[src/rtl/fetch_pipeline_ctrl.sv]
// Fetch-stage sequencing controller: reset hold-off, branch redirect/flush,
// load-use stall and HLT arbitration for the PC and IF/OF latch controls.
module fetch_pipeline_ctrl #(
    parameter int unsigned RESET_HOLD   = 2,
    parameter int unsigned FLUSH_CYCLES = 2,
    parameter int unsigned CNT_W        = 32
) (
    input  logic             clk,
    input  logic             rst,
    input  logic             stall_req,
    input  logic             branch_taken,
    input  logic [31:0]      branch_pc,
    input  logic             halt_req,
    input  logic             resume,
    output logic             pc_write_en,
    output logic             pc_load_branch,
    output logic [31:0]      pc_target,
    output logic             if_of_enable,
    output logic             if_of_bubble,
    output logic             of_ex_flush,
    output logic [2:0]       state,
    output logic [CNT_W-1:0] stall_cycles,
    output logic [CNT_W-1:0] flush_count
);

    localparam int unsigned SEQ_W      = $clog2(RESET_HOLD + FLUSH_CYCLES + 1);
    localparam int unsigned FLUSH_LAST = (FLUSH_CYCLES > 1) ? FLUSH_CYCLES - 2 : 0;

    typedef enum logic [2:0] {
        S_INIT  = 3'd0,
        S_RUN   = 3'd1,
        S_FLUSH = 3'd2,
        S_HALT  = 3'd3
    } state_t;

    state_t           r_state;
    logic [SEQ_W-1:0] r_seq_cnt;
    logic [CNT_W-1:0] r_stall_cycles;
    logic [CNT_W-1:0] r_flush_count;
    logic             w_redirect;
    state_t           w_redirect_state;

    // Branch accepted in every post-reset state; the older EX instruction beats OF requests
    assign w_redirect       = branch_taken && (r_state != S_INIT);
    assign w_redirect_state = (FLUSH_CYCLES > 1) ? S_FLUSH : S_RUN;

    always_ff @(posedge clk) begin
        if (rst) begin
            r_state        <= S_INIT;
            r_seq_cnt      <= '0;
            r_stall_cycles <= '0;
            r_flush_count  <= '0;
        end else begin
            case (r_state)
                S_INIT: begin
                    if (r_seq_cnt == SEQ_W'(RESET_HOLD - 1)) begin
                        r_state   <= S_RUN;
                        r_seq_cnt <= '0;
                    end else begin
                        r_seq_cnt <= r_seq_cnt + SEQ_W'(1);
                    end
                end
                S_RUN: begin
                    if (w_redirect) begin
                        r_state       <= w_redirect_state;
                        r_seq_cnt     <= '0;
                        r_flush_count <= r_flush_count + CNT_W'(1);
                    end else if (halt_req) begin
                        r_state <= S_HALT;
                    end else if (stall_req) begin
                        r_stall_cycles <= r_stall_cycles + CNT_W'(1);
                    end
                end
                S_FLUSH: begin
                    if (w_redirect) begin
                        r_seq_cnt     <= '0;
                        r_flush_count <= r_flush_count + CNT_W'(1);
                    end else if (r_seq_cnt == SEQ_W'(FLUSH_LAST)) begin
                        r_state   <= S_RUN;
                        r_seq_cnt <= '0;
                    end else begin
                        r_seq_cnt <= r_seq_cnt + SEQ_W'(1);
                    end
                end
                S_HALT: begin
                    if (w_redirect) begin
                        r_state       <= w_redirect_state;
                        r_seq_cnt     <= '0;
                        r_flush_count <= r_flush_count + CNT_W'(1);
                    end else if (resume) begin
                        r_state <= S_RUN;
                    end
                end
                default: begin
                    r_state   <= S_INIT;
                    r_seq_cnt <= '0;
                end
            endcase
        end
    end

    // Control strobes decoded from current state and inputs, forced quiet during reset
    always_comb begin
        pc_write_en    = 1'b0;
        pc_load_branch = 1'b0;
        pc_target      = 32'h0;
        if_of_enable   = 1'b0;
        if_of_bubble   = 1'b0;
        of_ex_flush    = 1'b0;
        if (!rst) begin
            if (w_redirect) begin
                pc_write_en    = 1'b1;
                pc_load_branch = 1'b1;
                pc_target      = branch_pc;
                if_of_enable   = 1'b1;
                if_of_bubble   = 1'b1;
                of_ex_flush    = 1'b1;
            end else begin
                case (r_state)
                    S_RUN: begin
                        if (halt_req) begin
                            pc_write_en = 1'b0;
                        end else if (stall_req) begin
                            of_ex_flush = 1'b1;
                        end else begin
                            pc_write_en  = 1'b1;
                            if_of_enable = 1'b1;
                        end
                    end
                    S_FLUSH: begin
                        pc_write_en  = 1'b1;
                        if_of_enable = 1'b1;
                        if_of_bubble = 1'b1;
                    end
                    default: begin
                        pc_write_en = 1'b0;
                    end
                endcase
            end
        end
    end

    assign state        = 3'(r_state);
    assign stall_cycles = r_stall_cycles;
    assign flush_count  = r_flush_count;

endmodule
[config.mk]
export PLATFORM = sky130hd
export DESIGN_NAME = fetch_pipeline_ctrl
export DESIGN_NICKNAME = d
export VERILOG_FILES = /design/src/rtl/fetch_pipeline_ctrl.sv
export SDC_FILE = /design/constraint.sdc
export NUM_CORES = 1
export LEC_CHECK = 0
export ABC_AREA = 1
export BUFFER_PORTS_ARGS = -buffer_cell sky130_fd_sc_hd__buf_4
export CAP_MARGIN = 20
export CORE_ASPECT_RATIO = 1.1
export CORE_MARGIN = 4
export CORE_UTILIZATION = 55
export CTS_CLUSTER_SIZE = 30
export DETAILED_ROUTE_END_ITERATION = 12
export PLACE_DENSITY_LB_ADDON = 0.2
export SKIP_CTS_REPAIR_TIMING = 1
export SLEW_MARGIN = 20
export SYNTH_ARGS = -nofsm -noshare
export SYNTH_HDL_FRONTEND = slang
export SYNTH_SLANG_ARGS = --single-unit
[constraint.sdc]
create_clock -name clk -period 3.8 [get_ports clk]
set_clock_uncertainty 0.2 [all_clocks]
set_input_delay 0.19 -clock clk [delete_from_list [all_inputs] [get_ports clk]]
set_output_delay 0.19 -clock clk [all_outputs]
set_load 0.02 [all_outputs]
* Word level (Yosys, flattened, before mapping)
Index checks and enable logic that the tools add are counted.
Operators by class: $add $sub $neg 3, multipliers 0, divide/modulo/power cells 0, $lt $le $gt $ge 0, equality and inequality tests 10, shifts and indexed selects 0, muxes and demuxes 30, bitwise operators 2, reductions and logical operators 9
Operator list (count):
- $add A32 B1 Y32 const B | 2
- $mux W32 | 2
- $mux W3 | 11
- $mux W1 | 14
- $pmux W3 S4 | 1
- $pmux W3 S3 | 1
- $eq A3 B1 Y1 const B | 2
- $eq A3 B2 Y1 const B | 2
- $logic_not A3 Y1 | 2
- $ne A2 B2 Y1 const B | 3
- $ne A3 B3 Y1 const B | 2
- $reduce_and A5 Y1 | 1
- $reduce_and A4 Y1 | 1
- $add A3 B1 Y3 const B | 1
- $reduce_bool A3 Y1 | 1
- $reduce_or A3 Y1 | 1
- $ne A2 B1 Y1 const B | 1
- $not A1 Y1 | 2
- $pmux W1 S2 | 1
- $reduce_and A2 Y1 | 1
- $reduce_or A2 Y1 | 1
- $logic_and A1 B1 Y1 | 1
Word-level totals: flip-flop bits (word level) 70, latch bits 0, RAM bits 0, ROM bits 0, input bits 38, word-level logic and storage cells 58, memories kept 0

* Depth between registers and ports, before layout
depth in word-level cells 5, mapped depth 12, gate-level depth less buffers 12

* Worst setup path after synthesis
No wires, ideal clock.
kind flip-flop to output port, start register r_state[0], in the netlist state[0], end output pc_write_en, data arrival time 1.855 ns, data required time 3.410 ns, path slack 1.555 ns, cell stages (with the launch flop) 8, path buffers 2, cell sequence dfxtp_1 inv_1 ha_1 inv_2 nand2_4 buf_2 a21oi_1 buf_4
On the way: word-level cells in the longest chain between the ends 4, elaborated cells on any way between the ends 7, those cells by class 2 x eq/ne; 3 x mux; 2 x reduce/logical
Ends and longest elaborated chain:
- from (decl) | line 36 | state_t r_state;
- from (signal assigned) | line 65 | r_state <= w_redirect_state;
- from (signal assigned) | line 87 | r_state <= w_redirect_state;
- $eq A3 B2 Y1 (tied with other cells)
- $pmux W1 S2 or $logic_and A1 B1 Y1 (tied branches)
- $mux W1 (*) (2 in a row)
- to (decl) | line 15 | output logic pc_write_en,
Every way passes the cells marked *; elsewhere a longest branch is shown, timed or not.

* Final worst setup path
start register r_state[0], in the netlist state[0], end output pc_target[5]
On the way: word-level cells in the longest chain between the ends 4
Ends and longest elaborated chain:
- $reduce_bool A3 Y1 | line 44 | assign w_redirect = branch_taken && (r_state != S_INIT);
- $logic_and A1 B1 Y1 | line 44
- $mux W32 | line 111 | if (w_redirect) begin
- $mux W32 | line 110 | if (!rst) begin
- to (decl) | line 17 | output logic [31:0] pc_target,
No other way between the ends.

==> metrics.log <==
[metrics] number of standard cells after synthesis: 695
[metrics] Final Setup Violations: 0
[metrics] Peak Freq: 0.368 GHz
[metrics] final global-route overflow total: 0
[metrics] Fin Setup TNS: 0 ns
[metrics] Inst Count DP: 924
[metrics] pin count of the biggest net entering global routing: 57
[metrics] Routability Congestion: 0.919
[metrics] count of distinct cell types in the synthesized netlist: 37
[metrics] most area-hungry cell type in the Yosys netlist: sky130_fd_sc_hd__dfxtp_1
[metrics] leakage power figure: 2.58 nW
[metrics] via density per instance: 5.19
[metrics] Worst Path Max Fanout: 39
[metrics] number of nets with antenna violations after routing: 0
[metrics] Crit-path slowest cell: sky130_fd_sc_hd__inv_2
[metrics] number of flops mapped to enable cells by yosys: 0
[metrics] deepest level of the CTS H-tree: 3
[metrics] number of max-capacitance violations reported: 0
[metrics] required time at the endpoint of the critical path: 3.41 ns
[metrics] status: complete, no violations
[metrics] min-delay worst type: in2reg
[metrics] portion of the clock cycle consumed by the worst path in the final layout: 71.5%
[metrics] final design area excluding fillers: 5610 um^2
[metrics] register bit count reported by yosys: 69
[metrics] library cell used as clock root buffer: sky130_fd_sc_hd__clkbuf_8
[metrics] post-synthesis net count: 743
[metrics] Die Span Y: 101 um
[metrics] clock net sink count: 69
[metrics] pin slew with the least headroom to its limit: 0.924 ns
[metrics] count of pins over their slew limit: 0
[metrics] row count: 33
[metrics] number of antenna violations at the first check in global routing: 0
[metrics] Post-DP Area: 5400 um^2
[metrics] detailed-router iteration count before antenna repair: 5
[metrics] Die Span X: 92.2 um
[metrics] area of the mapped netlist: 4290 um^2
[metrics] clock buffers created by TritonCTS: 9
[metrics] Primary FF master, synth: sky130_fd_sc_hd__dfxtp_1
[metrics] sequential area share after synthesis: 32.2%
[metrics] Total Wirelength: 12.0 mm
[metrics] unrepaired setup endpoints after global routing: no
[metrics] Critical Path Start Type: register
[metrics] data arrival at the endpoint of the critical path: 2.33 ns
[metrics] crit path time final: 2.72 ns
[metrics] sum of net half-perimeters after detailed placement: 8.98 mm
[metrics] TritonCTS clock tree: done
[metrics] floorplan die area: 9270 um^2
[metrics] Slew HR: 38.3%
[metrics] Critical Path Most Common Cell: sky130_fd_sc_hd__inv_2
[metrics] share of synthesized flip-flops with an asynchronous set or reset: 0%
[metrics] via count of the first global-routing pass: 4,516
[metrics] violation count after the first detailed-route iteration: 241
[metrics] number of nets in the finished design: 878
[metrics] Synth Area per Inst: 6.17 um^2
[metrics] I/O pin count: 142
[metrics] starting density of the core: 57.1%
[metrics] largest cells by area after synthesis: sky130_fd_sc_hd__dfxtp_1 (32%), sky130_fd_sc_hd__nand2_1 (16%), sky130_fd_sc_hd__nor2_1 (13%), sky130_fd_sc_hd__inv_1 (7.2%), sky130_fd_sc_hd__nand3_1 (4.9%)
[metrics] Antenna diodes: 0
[metrics] top post-synthesis cells by count: sky130_fd_sc_hd__nand2_1 (178), sky130_fd_sc_hd__nor2_1 (147), sky130_fd_sc_hd__inv_1 (82)
[metrics] critical path class: reg2out
[metrics] WL per Instance: 12.8 um
[metrics] Post-route DRC: 0
[metrics] Worst Setup End Kind: output pin
[metrics] delay of the slowest critical-path stage: 0.50 ns
[metrics] GRT Total Usage: 25.6%
[metrics] number of warnings printed during yosys synthesis: 0
[metrics] worst path cell trace: inv_1 > ha_1 > inv_2 > nand2_4 > inv_2 > nand2_1 > nor2_1 > buf_4
[metrics] ratio of cells with drive above 1 in the final layout: 23.0%
[metrics] final hold vios: 0
[metrics] power per cell area: 345 nW/um^2
[metrics] cell with the most instances after synthesis: sky130_fd_sc_hd__nand2_1
[metrics] clock latency reported for the late side of the worst-skew pair: 0.36 ns
[metrics] vias post-DR: 4,880
[metrics] number of buffers added on ports: 140
[metrics] Floorplan Core Area: 7510 um^2
[metrics] count of non-filler cells in the finished layout: 940
[metrics] portion of synthesized cell area occupied by the leading cell type: 32.2%
[metrics] synthesis-to-layout area growth: 30.8%
[metrics] wire length of the first global-routing pass: 19.7 mm
[metrics] Peak VDD IR: 245 uV
[metrics] Clock Tree Buf Depth: 2
[metrics] clock transition at the registers of the reported paths: 0.07 ns
cell usage in the layout (no fill, tap or decap), drive strengths merged, types with 3 or more instances in the layout:
master  count
nand2     185
nor2      165
buf       142
inv        85
dfxtp      69
nand3      44
a21oi      36
nand4      24
o21ai      22
nor3       12
clkbuf     11
ha         10
nor3b       4
xor2        3
a31oi       3
xnor2       3
clkinv      3
logic make-up after synthesis:
family,count (synthesis),synth area share [%]
DFF,69,32.2
and+or+nand+nor,438,45.7
buffers and inverters,104,9.60
AOI/OAI and AO/OA,67,8.29
adders and majority gates,10,2.92
xor gates and xnor gates,6,1.23
other,1,0.0875
sequential cells by signal (all words and copies together), names as in the netlist:
signal / cells
flush_count: 32
state: 2
r_seq_cnt: 3
stall_cycles: 32
cell type report:
class / instances / area (um^2)
tap: 105 / 131
multi-input combinational: 522 / 2490
clock inverter: 5 / 58.8
sequential: 69 / 1380
timing repair buffer: 142 / 1070
inverter: 86 / 324
fill: 625 / 1910
clock buffer: 11 / 151
stage by stage:
| step | utilization (%) | setup WS, ns | hold slack, ns | total power, W |
|---|---|---|---|---|
| 2_1_floorplan | - | 1.56 | 0.260 | 0.00115 |
| 3_3_place_gp | 71.8 | 1.42 | 0.249 | 0.00129 |
| 3_5_place_dp | 71.8 | 1.28 | 0.259 | 0.00131 |
| 4_1_cts | 74.6 | 1.06 | 0.0866 | 0.00193 |
| 5_1_grt | 74.6 | 0.867 | 0.132 | 0.00203 |
| 6_report | 74.6 | 1.08 | 0.0860 | 0.00193 |
critical path: cells and delay by family, from the launching register on:
| family | cells | cell delay [ns] |
|---|---|---|
| AND/OR/NAND/NOR | 3 | 0.42 |
| flip-flops | 1 | 0.44 |
| buffers and inverters | 4 | 0.89 |
| adder cells (fa/ha/maj) | 1 | 0.24 |
worst paths after layout:
check | from | to | slack [ns] | depth (start not counted)
setup / recovery | state[0] | pc_target[5] | 1.08 | 8
hold / removal | branch_taken | flush_count[2] | 0.09 | 3
setup reg to reg | state[0] | flush_count[29] | 1.26 | 10
hold reg to reg | stall_cycles[4] | stall_cycles[4] | 0.27 | 2
power by group:
part	internal, W	total (W)	switching [W]
combinational	0.000193	0.000524	0.000331
sequential	0.000745	0.000772	0.0000272
clock	0.000339	0.000639	0.000300
layer usage:
metal | global-route usage (%) | share of wire [%] | vias to the layer above
li1 | - | - | 2457
met1 | 30.9 | 43 | 2201
met2 | 45.0 | 48 | 198
met3 | 6.20 | 7.5 | 24
met4 | 8.11 | 1.7 | 0
met5 | 0 | 0 | -
No activity file was read; power rests on OpenSTA's default activity.
